[src/rtl/encoder_16x4_pkg.sv]
// encoder_16x4 shared definitions: widths, FSM states, code mapping.
// Optional build macro: ENCODER_RR_ARB_EN (round-robin request selection).
package encoder_16x4_pkg;

    localparam int NUM_LINES = 16;
    localparam int CODE_W    = 4;

    typedef logic [NUM_LINES-1:0] line_vec_t;
    typedef logic [CODE_W-1:0]    code_t;

    typedef enum logic {
        ST_IDLE = 1'b0,
        ST_BUSY = 1'b1
    } enc_state_e;

    // index = 8*w + 4*x + 2*y + z, returned as {w, x, y, z}
    function automatic logic [3:0] idx_to_wxyz(input code_t idx);
        logic w_b;
        logic x_b;
        logic y_b;
        logic z_b;
        w_b = idx[3];
        x_b = idx[2];
        y_b = idx[1];
        z_b = idx[0];
        return {w_b, x_b, y_b, z_b};
    endfunction

    // one-hot mask selecting a single request line
    function automatic line_vec_t idx_to_onehot(input code_t idx);
        line_vec_t m;
        m = '0;
        m[idx] = 1'b1;
        return m;
    endfunction

endpackage

[src/rtl/encoder_16x4_priority_enc16.sv]
// Combinational 16-to-4 search: first set bit at or after start, wrapping.
// start = 0 gives plain lowest-index-first priority.
module priority_enc16
    import encoder_16x4_pkg::*;
(
    input  line_vec_t pending,
    input  code_t     start,
    output code_t     index,
    output logic      found
);

    logic [2*NUM_LINES-1:0] dbl;
    line_vec_t              rot;
    code_t                  off;

    // rotate so the start position lands on bit 0, then pick lowest set bit
    always_comb begin
        dbl   = {pending, pending};
        rot   = line_vec_t'(dbl >> start);
        off   = '0;
        found = 1'b0;
        for (int i = NUM_LINES - 1; i >= 0; i--) begin
            if (rot[i]) begin
                off   = code_t'(i);
                found = 1'b1;
            end
        end
        index = found ? code_t'(off + start) : '0;
    end

endmodule

[src/rtl/encoder_16x4.sv]
// encoder_16x4: captures active-low requests and serves them one code at a time.
// Optional build macro: ENCODER_RR_ARB_EN (round-robin selection with pointer).
module encoder_16x4
    import encoder_16x4_pkg::*;
(
    input  logic        clk,
    input  logic        rst_n,
    input  logic [0:15] D_n,
    input  logic        load,
    input  logic        ready,
    output logic        x,
    output logic        y,
    output logic        z,
    output logic        w,
    output logic        valid,
    output logic        busy,
    output logic        done,
    output logic        empty
);

    enc_state_e state_q;
    enc_state_e state_d;
    line_vec_t  pend_q;
    line_vec_t  pend_d;
    line_vec_t  req;
    code_t      code_q;
    code_t      code_d;
    logic       valid_q;
    logic       valid_d;
    logic       done_q;
    logic       done_d;
    logic       empty_q;
    logic       empty_d;
    logic       take;
    code_t      start;
    code_t      sel_idx;
    logic       sel_found;

    assign take = valid_q & ready;

    // request lines in index order, active-high
    always_comb begin
        req = '0;
        for (int i = 0; i < NUM_LINES; i++) begin
            req[i] = ~D_n[i];
        end
    end

    // next state and next pending set
    always_comb begin
        state_d = state_q;
        pend_d  = pend_q;
        done_d  = 1'b0;
        empty_d = 1'b0;
        unique case (state_q)
            ST_IDLE: begin
                if (load) begin
                    pend_d = req;
                    if (|req) begin
                        state_d = ST_BUSY;
                    end else begin
                        empty_d = 1'b1;
                    end
                end
            end
            ST_BUSY: begin
                if (take) begin
                    pend_d = pend_q & ~idx_to_onehot(code_q);
                    if (pend_d == '0) begin
                        state_d = ST_IDLE;
                        done_d  = 1'b1;
                    end
                end
            end
            default: begin
                state_d = ST_IDLE;
            end
        endcase
    end

`ifdef ENCODER_RR_ARB_EN
    code_t ptr_q;
    code_t ptr_d;

    // pointer moves past each accepted index and survives across batches
    always_comb begin
        ptr_d = ptr_q;
        if (state_q == ST_BUSY && take) begin
            ptr_d = code_t'(code_q + 4'd1);
        end
        start = ptr_d;
    end

    // round-robin pointer register
    always_ff @(posedge clk or negedge rst_n) begin
        if (!rst_n) begin
            ptr_q <= '0;
        end else begin
            ptr_q <= ptr_d;
        end
    end
`else
    // fixed priority: always search from index 0
    always_comb begin
        start = '0;
    end
`endif

    priority_enc16 u_penc (
        .pending (pend_d),
        .start   (start),
        .index   (sel_idx),
        .found   (sel_found)
    );

    // next code is chosen from the next pending set so outputs stay registered
    always_comb begin
        valid_d = (state_d == ST_BUSY) && sel_found;
        code_d  = valid_d ? sel_idx : '0;
    end

    // state, pending set and registered outputs
    always_ff @(posedge clk or negedge rst_n) begin
        if (!rst_n) begin
            state_q <= ST_IDLE;
            pend_q  <= '0;
            code_q  <= '0;
            valid_q <= 1'b0;
            done_q  <= 1'b0;
            empty_q <= 1'b0;
        end else begin
            state_q <= state_d;
            pend_q  <= pend_d;
            code_q  <= code_d;
            valid_q <= valid_d;
            done_q  <= done_d;
            empty_q <= empty_d;
        end
    end

    assign {w, x, y, z} = idx_to_wxyz(code_q);
    assign valid = valid_q;
    assign busy  = (state_q == ST_BUSY);
    assign done  = done_q;
    assign empty = empty_q;

endmodule

[config.mk]
export PLATFORM = sky130hd
export DESIGN_NAME = encoder_16x4
export DESIGN_NICKNAME = d
export VERILOG_FILES = /design/src/rtl/encoder_16x4_pkg.sv /design/src/rtl/encoder_16x4_priority_enc16.sv /design/src/rtl/encoder_16x4.sv
export SDC_FILE = /design/constraint.sdc
export NUM_CORES = 1
export LEC_CHECK = 0
export CELL_PAD_IN_SITES_DETAIL_PLACEMENT = 0
export CELL_PAD_IN_SITES_GLOBAL_PLACEMENT = 1
export CORE_AREA = 2 2 72 74
export CTS_CLUSTER_SIZE = 8
export DETAILED_ROUTE_END_ITERATION = 10
export DIE_AREA = 0 0 74 76
export PLACE_DENSITY_LB_ADDON = 0.05
export SETUP_SLACK_MARGIN = 0.3
export SLEW_MARGIN = 15
export SYNTH_ARGS = -nofsm -noshare
export SYNTH_HDL_FRONTEND = slang
export SYNTH_SLANG_ARGS = --single-unit
[constraint.sdc]
create_clock -name clk -period 2.51 [get_ports clk]
set_input_delay 0.3765 -clock clk [delete_from_list [all_inputs] [get_ports clk]]
set_output_delay 0.3765 -clock clk [all_outputs]
set_load 0.02 [all_outputs]
==> metrics.csv <==
metric;value;unit
status;finished, final reports clean;
drt drc;0;
post-synth cell types;62;
Buffers on Ports;27;
Relative slew margins;0.719;
Seq/Total Area, Yosys;0.302;
Post-synth ARST share;1.00;
routed len/inst;20.8;um
RSZ-0062 raised after global routing;yes;
Worst-Margin Slew;0.421;ns
R2R cell count;6;
FF-to-FF setup slack;0.24;ns
Max Slew Vio Count;0;
Synth Net Count;243;
Final Critical Period;2.27;ns
DRT Wirelength;7650;um
Nets;318;
Clock Root Buffer;clkbuf_8;
Net Sw Frac;0.467;
Yosys top cell area share;0.302;
Internal;0.00185;W
Post-Syn Instances;223;
Compound-Gate Fraction of Synth Area;0.244;
total clock sinks;24;
largest family of logic cells by synthesized area;simple AND/OR/NAND/NOR gates;
hold slack;0.467;ns
Num CTS Buffers;3;
Final ANT Viol Nets;0;
die area;0.00562;sq mm
area grow syn2layout;46.3;%
Max Cap Viol;0;
Setup violations, final;0;
FMAX;441;MHz
Flop pwr share;0.212;
CTS tree;done;
area of the multi-input gates;0.00138;sq mm
Startpoint Class;register;
clock slew at reported path FFs;0.10;ns
register bit count reported by yosys;24;
Cell Pwr Density;1190;mW/mm^2
Critical Path RT;2.67;ns
DR vias;2257;
Warnings, synthesis;0;
Leak;1.23;nW
dpl ws;-0.228;ns
Synth Area in Adders;0;
Worst setup EP type;register;
CP Max Fanout;6;
Die Y;76;um
first-pass GRT wire length;12100;um
Final Skew;0.00169;ns
DRT Pass-1 Iters;4;
Mean Syn Cell Area;8.92;sq um
fin crit share;0.904;
all-layer global routing usage;0.284;
Core Rows;26;
Main synth FF type;dfrtp_1;
initial antenna violation count;0;
top-count cell post-synth;dfrtp_1;
worst reg2reg startpoint;code_q[2];
critical path class;reg -> reg;
Synth Cell Area;0.00199;sq mm
Setup TNS;0;ns
largest area contributor in the netlist;dfrtp_1;
drt via density;6.15;
# diodes;0;
Commonest cells post-synth;24 x dfrtp_1, 19 x nor2_1, 17 x a21oi_1;
number of global-route vias before repair;2270;
Final Hold Viols;0;
ranking of synthesized cells by area;dfrtp_1 30%, mux4_2 4.5%, a21oi_1 4.3%;
DR iter-0 viols;204;
CORE AREA;0.00491;sq mm
Tot Pwr;0.00347;W
Clock power frac;0.083;
Worst-Skew Late Latency;0.28;ns
Worst Hold Class;in -> async;
number of synthesized flops with an enable pin;0;
R2R Path End;code_q[1];
Initial Util;0.405;
fill cell count;428;
chip width;74;um
area share of xor/xnor cells in the synthesized design;0;
worst path arrival time;2.43;ns
final worst setup slack;0.240;ns
IO Count;28;
simple-gate share of the synthesized area;0.288;
HPWL after detailed placement;5940;um
Psw;0.00162;W
CTS Buffer Depth;2;
Sequential Area;604;sq um
Gate power share;0.705;
layout cell share with drive strength beyond 1;0.337;
Remaining Overflow, GRT;0;
Placer Congestion;0.956;
post-synthesis mux area share;0.0994;
largest net degree at the start of global routing;25;
H-Tree Depth;1;
Peak supply drop;0.472;mV
-- state kept, by name, indices dropped and copies added, names as in the netlist --
| signal | count |
|---|---|
| valid | 1 |
| pend_q | 16 |
| empty | 1 |
| busy | 1 |
| code_q | 4 |
| done | 1 |
-- critical path: stages (launching register included) --
cell	delay, ns
dfrtp_2	0.45
or4b_4	0.55
a22o_1	0.20
or4_4	0.43
o31ai_4	0.24
a41oi_2	0.08
nor4bb_4	0.20
-- final cells by class --
type                            instances  share of cell area
Tap cell                               70              0.0301
Clock buffer                            4              0.0189
Multi-Input combinational cell        170               0.474
Inverter                               16              0.0206
Sequential cell                        24               0.208
Timing Repair Buffer                   83               0.249
-- worst max-delay path by stage --
stage | slack [ns] | startpoint | end
after floorplan | 0.19 | code_q[1] | code_q[1]
after global placement | -0.16 | load | code_q[1]
after detailed placement | -0.23 | load | code_q[1]
after CTS | 0.22 | code_q[1] | code_q[1]
after global routing | 0.19 | code_q[2] | code_q[3]
final | 0.24 | code_q[2] | code_q[1]
-- routing by layer --
| layer | wire length [um] | global-route usage | vias up |
|---|---|---|---|
| met4 | 309 | 0.136 | 0 |
| met2 | 3700 | 0.429 | 95 |
| met1 | 3170 | 0.385 | 1119 |
| met5 | 0 | 0 | - |
| met3 | 469 | 0.0529 | 24 |
| li1 | - | - | 1019 |
-- cell usage in the layout (no fill, tap or decap), types with 4 or more instances in the layout --
master / n
a21oi_1: 16
a221oi_1: 5
a31oi_1: 4
buf_4: 49
buf_6: 6
clkbuf_8: 4
clkdlybuf4s50_1: 26
dfrtp_1: 21
inv_1: 16
mux2_2: 4
mux2i_1: 4
mux4_2: 4
nand2_1: 14
nand2b_1: 4
nand4_1: 4
nand4b_1: 4
nor2_1: 18
nor3_2: 4
nor4_1: 4
o21ai_0: 5
-- power groups by stage --
| stage | clock network [W] | logic (W) | registers [W] |
|---|---|---|---|
| 6_report | 0.000288 | 0.00244 | 0.000736 |
| 2_1_floorplan | 0 | 0.00132 | 0.000717 |
| 3_3_place_gp | 0 | 0.00214 | 0.000734 |
| 5_1_grt | 0.000305 | 0.00262 | 0.000758 |
| 4_1_cts | 0.000283 | 0.00232 | 0.000728 |
| 3_5_place_dp | 0 | 0.00217 | 0.000744 |
-- metrics by stage --
step           area, sq um  std cells  utilization
5_1_grt               2910        367        0.592
3_5_place_dp          2660        354        0.542
6_report              2910        367        0.592
4_1_cts               2840        366        0.577
3_3_place_gp          2660        354        0.542
2_1_floorplan         2020        223            -
-- timing repair --
action	CTS	global route
endpoints found under the hold margin	0	0
buffers inserted	8	1
gates resized for setup	13	15
endpoints found under the setup margin	6	7
pin swaps	5	6
hold buffers	0	0
-- kinds of logic after synthesis --
family,after synthesis
buffers and inverters,29
AOI/OAI and AO/OA,65
DFF,24
and+or+nand+nor,91
muxes,14
Note: power is estimated with default switching activity, not from simulation.
